<file path="config.mk">
export PLATFORM = sky130hd
export DESIGN_NAME = lsu_ctrl
export DESIGN_NICKNAME = d
export VERILOG_FILES = /design/src/rtl/mips_mem_pkg.sv /design/src/rtl/lsu_align.sv /design/src/rtl/lsu_ctrl.sv
export SDC_FILE = /design/constraint.sdc
export NUM_CORES = 1
export LEC_CHECK = 0
export ABC_AREA = 1
export BUFFER_PORTS_ARGS = -buffer_cell sky130_fd_sc_hd__clkbuf_2
export CAP_MARGIN = 20
export CORE_MARGIN = 1.5
export CORE_UTILIZATION = 46
export DETAILED_ROUTE_END_ITERATION = 8
export HOLD_SLACK_MARGIN = 0.03
export PLACE_DENSITY = 0.84
export SLEW_MARGIN = 20
export SYNTH_ARGS = -nofsm -noshare
export SYNTH_HDL_FRONTEND = slang
export SYNTH_SLANG_ARGS = --single-unit
</file>
<file path="constraint.sdc">
create_clock -name clk -period 3.62 [get_ports clk]
set_clock_uncertainty 0.15 [all_clocks]
set_input_delay 0.362 -clock clk [delete_from_list [all_inputs] [get_ports clk]]
set_output_delay 0.362 -clock clk [all_outputs]
set_load 0.02 [all_outputs]
</file>
<file path="src/rtl/mips_mem_pkg.sv">
// mips_mem_pkg
// Shared definitions for the MIPS MEM-stage data-memory path:
//   - DMEM_ADDR_W : default word-address width of the data memory
//   - SZ_*        : op_size encodings (byte, half, word; 2'b11 is illegal)
//   - lsu_state_e : load/store controller FSM states
package mips_mem_pkg;

    localparam int DMEM_ADDR_W = 4;

    localparam logic [1:0] SZ_BYTE = 2'b00;
    localparam logic [1:0] SZ_HALF = 2'b01;
    localparam logic [1:0] SZ_WORD = 2'b10;

    typedef enum logic [2:0] {
        IDLE,
        RD,
        RMW_RD,
        WR,
        DONE
    } lsu_state_e;

endpackage

</file>
<file path="src/rtl/lsu_align.sv">
// lsu_align
// Combinational little-endian byte-lane logic for the load/store controller.
// Ports:
//   rdata       in  32  word read from memory
//   offset      in  2   byte offset within the word (addr[1:0])
//   size        in  2   SZ_BYTE / SZ_HALF / SZ_WORD
//   sign_ext    in  1   replicate lane MSB when set, zero-fill otherwise
//   load_result out 32  extracted and extended load value
//   old_word    in  32  current memory word for read-modify-write
//   wdata       in  32  right-justified store data
//   merged      out 32  old_word with only the addressed lane replaced
module lsu_align
    import mips_mem_pkg::*;
(
    input  logic [31:0] rdata,
    input  logic [1:0]  offset,
    input  logic [1:0]  size,
    input  logic        sign_ext,
    output logic [31:0] load_result,
    input  logic [31:0] old_word,
    input  logic [31:0] wdata,
    output logic [31:0] merged
);

    logic [7:0]  byte_lane;
    logic [15:0] half_lane;

    always_comb begin
        byte_lane = rdata[{offset, 3'b000} +: 8];
        half_lane = offset[1] ? rdata[31:16] : rdata[15:0];
        case (size)
            SZ_BYTE: load_result = {{24{sign_ext & byte_lane[7]}}, byte_lane};
            SZ_HALF: load_result = {{16{sign_ext & half_lane[15]}}, half_lane};
            default: load_result = rdata;
        endcase
    end

    always_comb begin
        merged = old_word;
        case (size)
            SZ_BYTE: merged[{offset, 3'b000} +: 8] = wdata[7:0];
            SZ_HALF: begin
                if (offset[1]) merged[31:16] = wdata[15:0];
                else           merged[15:0]  = wdata[15:0];
            end
            default: merged = wdata;
        endcase
    end

endmodule

</file>
<file path="src/rtl/lsu_ctrl.sv">
// lsu_ctrl
// MEM-stage load/store controller: initiator side of a word-addressed data
// memory with a req/ack handshake. Stalls the pipeline until each access
// completes. Build option LSU_SUBWORD_EN enables byte/half loads (lane
// extract + sign/zero extension) and sub-word stores (read-modify-write);
// without it only word accesses are legal and anything else flags misalign.
// Ports:
//   clk, rst                async active-high reset
//   op_valid/op_load/op_store/op_size/op_signed/addr/wdata   command in
//   stall                   hold pipeline
//   load_valid, load_data   one-cycle load result pulse, held data
//   misalign                one-cycle alignment/size fault
//   mem_req/mem_we/mem_addr/mem_wdata   registered memory request
//   mem_rdata/mem_ack       memory response
module lsu_ctrl
    import mips_mem_pkg::*;
#(
    parameter int ADDR_W = DMEM_ADDR_W
) (
    input  logic              clk,
    input  logic              rst,
    input  logic              op_valid,
    input  logic              op_load,
    input  logic              op_store,
    input  logic [1:0]        op_size,
    input  logic              op_signed,
    input  logic [31:0]       addr,
    input  logic [31:0]       wdata,
    output logic              stall,
    output logic              load_valid,
    output logic [31:0]       load_data,
    output logic              misalign,
    output logic              mem_req,
    output logic              mem_we,
    output logic [ADDR_W-1:0] mem_addr,
    output logic [31:0]       mem_wdata,
    input  logic [31:0]       mem_rdata,
    input  logic              mem_ack
);

    lsu_state_e  state;
    logic        mem_op;
    logic        fault;
    logic        accept;
    logic [31:0] load_ext;

    function automatic logic size_fault(input logic [1:0] sz, input logic [1:0] a);
`ifdef LSU_SUBWORD_EN
        case (sz)
            SZ_BYTE: return 1'b0;
            SZ_HALF: return a[0];
            SZ_WORD: return (a != 2'b00);
            default: return 1'b1;
        endcase
`else
        return (sz != SZ_WORD) || (a != 2'b00);
`endif
    endfunction

    assign mem_op   = op_valid & (op_load | op_store);
    assign fault    = size_fault(op_size, addr[1:0]);
    assign accept   = (state == IDLE) & mem_op & ~fault;
    assign misalign = ~rst & (state == IDLE) & mem_op & fault;
    assign stall    = ~rst & ((state == RD) | (state == RMW_RD) | (state == WR) | accept);

`ifdef LSU_SUBWORD_EN
    logic [1:0]  off_q;
    logic [1:0]  size_q;
    logic        sgn_q;
    logic [31:0] wdata_q;
    logic [31:0] merged;
    logic        unused_bits;

    assign unused_bits = ^{addr[31:ADDR_W+2]};

    // Operand latch: the pipeline may change its inputs once the access is
    // under way, so lane/size/data are captured at accept.
    always_ff @(posedge clk) begin
        if (accept) begin
            off_q   <= addr[1:0];
            size_q  <= op_size;
            sgn_q   <= op_signed;
            wdata_q <= wdata;
        end
    end

    lsu_align u_align (
        .rdata       (mem_rdata),
        .offset      (off_q),
        .size        (size_q),
        .sign_ext    (sgn_q),
        .load_result (load_ext),
        .old_word    (mem_rdata),
        .wdata       (wdata_q),
        .merged      (merged)
    );
`else
    logic unused_bits;

    assign unused_bits = ^{op_signed, addr[31:ADDR_W+2]};
    assign load_ext    = mem_rdata;
`endif

    always_ff @(posedge clk or posedge rst) begin
        if (rst) begin
            state      <= IDLE;
            mem_req    <= 1'b0;
            mem_we     <= 1'b0;
            mem_addr   <= '0;
            mem_wdata  <= '0;
            load_data  <= '0;
            load_valid <= 1'b0;
        end else begin
            load_valid <= 1'b0;
            case (state)
                IDLE: begin
                    if (accept) begin
                        mem_req  <= 1'b1;
                        mem_addr <= addr[ADDR_W+1:2];
                        // A load wins when both load and store are set.
                        if (op_load) begin
                            mem_we <= 1'b0;
                            state  <= RD;
`ifdef LSU_SUBWORD_EN
                        end else if (op_size != SZ_WORD) begin
                            mem_we <= 1'b0;
                            state  <= RMW_RD;
`endif
                        end else begin
                            mem_we    <= 1'b1;
                            mem_wdata <= wdata;
                            state     <= WR;
                        end
                    end
                end
                RD: begin
                    if (mem_ack) begin
                        mem_req    <= 1'b0;
                        load_data  <= load_ext;
                        load_valid <= 1'b1;
                        state      <= DONE;
                    end
                end
`ifdef LSU_SUBWORD_EN
                RMW_RD: begin
                    // mem_req stays high straight into the write phase.
                    if (mem_ack) begin
                        mem_we    <= 1'b1;
                        mem_wdata <= merged;
                        state     <= WR;
                    end
                end
`endif
                WR: begin
                    if (mem_ack) begin
                        mem_req <= 1'b0;
                        mem_we  <= 1'b0;
                        state   <= DONE;
                    end
                end
                DONE:    state <= IDLE;
                default: state <= IDLE;
            endcase
        end
    end

endmodule

</file>
# Word-level counts from Yosys, hierarchy flattened
# Cells that the tools add are included.
# W data, S select, Z words.
# word_totals
latch_bits	0
mem_bits_ro	0
elab_cells	52
n_memories	0
ram_bits	0
input_bits	105
out_inout_bits	73
reg_bits	74
# op_classes
mul	0
n_reduce_logical	12
div	0
bitwise	14
eq_ne	7
add_sub_neg	0
shifts	0
muxes	12
magnitude_cmp	0
# ops
operator	count
$reduce_and A3 Y1	3
$and A1 B1 Y1	7
$eq A3 B2 Y1 const B	2
$mux W1	6
$mux W3	2
$ne A2 B2 Y1 const B	3
$pmux W3 S2	1
$reduce_and A2 Y1	3
$reduce_bool A2 Y1	3
$or A1 B1 Y1	4
$pmux W1 S2	2
$eq A3 B1 Y1 const B	1
$logic_not A3 Y1	1
$not A1 Y1	3
$mux W2	1
$ne A2 B1 Y1 const B	1
$reduce_or A2 Y1	1
$logic_or A1 B1 Y1	1

# Logic depth before layout (Yosys ltp)
# logic_depth
ltp_word	6
mapped_depth	9
ltp_nobuf	8

# Worst setup path after synthesis
# No wires, ideal clock.
# synth_path
path_type	reg-to-output
startpoint	register state[2]
endpoint	output port stall
n_path_buf	1
stages_incl_launch_ff	7
arrival_time_ns	1.335
slack_ns	1.773
path_cell_list	dfrtp_1 -> inv_2 -> nand3_4 -> nor2_4 -> nand2_2 -> buf_2 -> a21oi_1
# synth_between
elab_chain_len	5
# synth_rtl
element	line_no	source
start: declaration	lsu_ctrl.sv:41	lsu_state_e state;
start signal: assignment	lsu_ctrl.sv:106	state <= IDLE;
start signal: assignment	lsu_ctrl.sv:123	state <= RD;
start signal: assignment	lsu_ctrl.sv:132	state <= WR;
$eq A3 B1 Y1 (tied with other cells)	lsu_ctrl.sv:64	assign stall = ~rst & ((state == RD) | (state == RMW_RD) | (state == WR) | accept);
$or A1 B1 Y1 / $and A1 B1 Y1 (equally long branches) (2 in series)	lsu_ctrl.sv:64, lsu_ctrl.sv:62	
$or A1 B1 Y1 *	lsu_ctrl.sv:64	
$and A1 B1 Y1 *	lsu_ctrl.sv:64	
end: declaration	lsu_ctrl.sv:29	output logic stall,
# Mark *: on every way between the ends. The rest lies on a longest branch, timed or not.

# Worst setup path in the final report
# layout_path
startpoint	input port op_load
endpoint	output port stall
# layout_between
elab_chain_len	6
# layout_rtl
element	line_no	source
start: declaration	lsu_ctrl.sv:23	input logic op_load,
$or A1 B1 Y1	lsu_ctrl.sv:60	assign mem_op = op_valid & (op_load | op_store);
$and A1 B1 Y1	lsu_ctrl.sv:60	
$and A1 B1 Y1 (2 in series)	lsu_ctrl.sv:62	assign accept = (state == IDLE) & mem_op & ~fault;
$or A1 B1 Y1	lsu_ctrl.sv:64	
$and A1 B1 Y1	lsu_ctrl.sv:64	
# Every way passes these cells.

==> metrics.yaml <==
worst_setup_path:
  r2r_slack_ns: 1.67
  path_class: "in -> out"
  cp.arrival_ns: 1.81
  reg2reg_depth: 7
  crit_buf_inv: 2
  rr_endpoint: "mem_wdata[12]$_DFFE_PP0P_"
  crit_path_start_kind: "input pin"
  r2r-start: "state[1]$_DFFE_PP0P_"
  slowest_delay_ns: 0.53
  cp_top_family: "buffers and inverters"
  cp_cell_sequence: "clkbuf_2 -> o21ai_2 -> nor2_4 -> nand2_2 -> a21oi_1 -> clkbuf_2"
  critical_path_peak_fanout: 36
  crit_path_end_kind: "output pin"
  cpMaxStageDelayCell: "clkbuf_2"
  cp.required_ns: 3.11
  worst_path_most_repeated_cell: "clkbuf_2"
job:
  timing.max_cap.violations: 0
synthesis:
  muxShareOfSynthArea_pct: 0
  ys_ff_latch: 74
  synth_xor_area_share_pct: 0
  syn_inst: 335
  synth-seq-area-share_pct: 62.4
  synth_compound_area_share_pct: 6.87
  synth_top_family_by_area: "simple AND/OR/NAND/NOR gates"
  synth.avg_cell_area_sq_um: 8.86
  syn-num-nets: 440
  ys_types: 21
  yosys.area_share.adder_pct: 0
  syn-cell-area_sq_mm: 0.00297
  yosys.area_share.simple_pct: 26.1
  yosys_warnings: 0
floorplanning:
  die_x_um: 83.3
  io_pins: 178
  die_h_um: 83.3
  start_util_pct: 47.3
  rows: 29
  die_area_sq_mm: 0.00694
  core_area_sq_mm: 0.00628
cts:
  cts_inserted_buffers: 9
  cts_root_buf: "clkbuf_8"
  numClockSinks: 74
  cts.repair.resized: 0
  clk_pin_slew_worst_paths_ns: 0.07
  cts_tree: "built"
  clock_latency_ns: 0.33
  clockBufferDepth: 2
  h-tree-depth: 3
global_routing:
  grt_overflow: 0
  grt_max_degree: 37
  antenna_found_initial: 0
  grt_pass1_wl_um: 11400
  grt_pass1_vias: 2625
  track_usage_pct: 20.5
detailed_routing:
  wl_met3_um: 577
  drc: 0
  wl_met2_um: 3370
  drt_iter0_drc: 120
  drt-vias-per-instance: 4.71
  wl_met1_um: 2750
  final_antenna_net_count: 0
  wire_per_inst_um: 12.0
  wl_um: 6810
  firstDrtPassIters: 5
  via_count: 2668
  top_layer: "met4"
timing:
  fin_hold_ws_ns: 0.0722
  max_slew_margin_pct: 54.1
  worst_pin_slew_ns: 0.689
  clock.fmax_mhz: 430
  finalSetupViolations: 0
  tns_ns: 0
  period_share_pct: 64.3
  rsz0062_at_grt: "false"
  hold_viol_final: 0
  slew_violations: 0
  fin_crit_ns: 2.33
cells_and_area:
  insertedDiodeCount: 0
  drive_gt1_share_pct: 36.8
  nets: 589
  syn2layout_area_growth_pct: 32.3
  fill_cells: 558
min_path:
  hold_class: "in -> reg"
  hold-path-endpoint: "load_data[28]$_DFFE_PP0P_"
  min_path_cells: 3
  min-delay-start: "mem_rdata[28]"
power:
  power_density_mw_per_mm2: 589
  ir_drop_uv: 311
  p_leak_nw: 2.35
placement:
  dp_hpwl_um: 4850
  gp_congestion: 0.809
  port_buffers: 150
status:
  status: "finished, final reports clean"
kinds of logic after synthesis:
| group | count (synthesis) |
|---|---|
| flops | 74 |
| compound gates | 40 |
| buf+inv | 27 |
| simple gates | 194 |
where the power goes:
group	internal, mW	switching, mW	leakage [nW]
Clock	0.264	0.286	0.0851
Combinational	0.226	0.438	1.30
Sequential	1.00	0.0948	0.964
layout make-up:
| cell class | instances | area [sq um] | area share, % |
|---|---|---|---|
| well taps | 77 | 96.3 | 2.45 |
| flip-flops and latches | 74 | 1850 | 47.2 |
| inverters | 10 | 37.5 | 0.956 |
| clock inverters | 5 | 30.0 | 0.765 |
| multi-input cells | 234 | 977 | 24.9 |
| clock buffers | 11 | 141 | 3.60 |
| repair buffers | 155 | 791 | 20.1 |
metrics by stage:
stage	power (mW)	instances	util [%]	setup WS [ns]	area (sq um)
after floorplan	1.50	335	-	1.23	2970
after global placement	1.76	549	59.6	1.32	3740
after detailed placement	1.78	549	59.6	1.26	3740
after CTS	2.34	566	62.5	1.43	3930
after global routing	2.45	566	62.5	1.18	3930
final	2.31	566	62.5	1.29	3930
routing by layer:
metal,global-route usage [%],vias up
met5,0,-
met4,8.48,0
met3,7.95,8
met2,35.1,114
met1,22.7,1212
li1,-,1334
synth_stat cells:
master | instances | area, sq um
buf_2 | 8 | 40.0
nand2_2 | 1 | 6.26
clkinv_1 | 1 | 3.75
buf_6 | 3 | 33.8
inv_1 | 5 | 18.8
buf_4 | 1 | 7.51
nor2_2 | 1 | 6.26
nor4_1 | 1 | 6.26
o21ai_1 | 5 | 25.0
inv_2 | 4 | 15.0
clkbuf_1 | 5 | 18.8
dfrtp_1 | 74 | 1850
o21ai_0 | 32 | 160
nand2_1 | 179 | 672
o21ai_2 | 1 | 8.76
a21oi_1 | 2 | 10.0
nor2_1 | 2 | 7.51
nor2_4 | 2 | 22.5
nand3_4 | 1 | 17.5
nor3_1 | 1 | 5.00
nand3_1 | 6 | 30.0
what timing repair did:
action | CTS | global route
hold buffers | 1 | 0
hold endpoints to repair | 17 | 0
setup buffers | 0 | 0
flip-flops by register name (all words and copies together) (netlist names):
name,cells
load_data,32
mem_wdata,32
mem_addr,4
state,3
load_valid,1
mem_req,1
mem_we,1
worst reg2reg max path: stages, from the launching register on:
cell and delay, ns:
dfrtp_1 0.43, inv_2 0.10, nand3_4 0.10, nor2_4 0.17
nand2_2 0.15, nor2_4 0.55, nand2_1 0.14, nand2_1 0.10
cell usage in the layout, fill, tap and decap left out, drive strengths merged:
cell / Yosys / layout
clkinvlp: 0 / 2
nand3: 7 / 7
inv: 9 / 9
nor4: 1 / 1
nand2: 180 / 180
dlygate4sd3: 0 / 1
clkbuf: 5 / 161
a21oi: 2 / 2
nor2: 5 / 5
dfrtp: 74 / 74
nor3: 1 / 1
buf: 12 / 4
clkinv: 1 / 4
o21ai: 38 / 38
worst max-delay path by stage:
stage             from                   endpoint  slack, ns  cells after the start
4_1_cts        op_load                      stall       1.43                      6
3_3_place_gp   op_load  mem_wdata[21]$_DFFE_PP0P_       1.32                      7
5_1_grt        op_load                      stall       1.18                      6
3_5_place_dp   op_load  mem_wdata[13]$_DFFE_PP0P_       1.26                      7
2_1_floorplan      rst   load_data[0]$_DFFE_PP0P_       1.23                      1
6_report       op_load                      stall       1.29                      6
(Power assumes the default switching activity.)
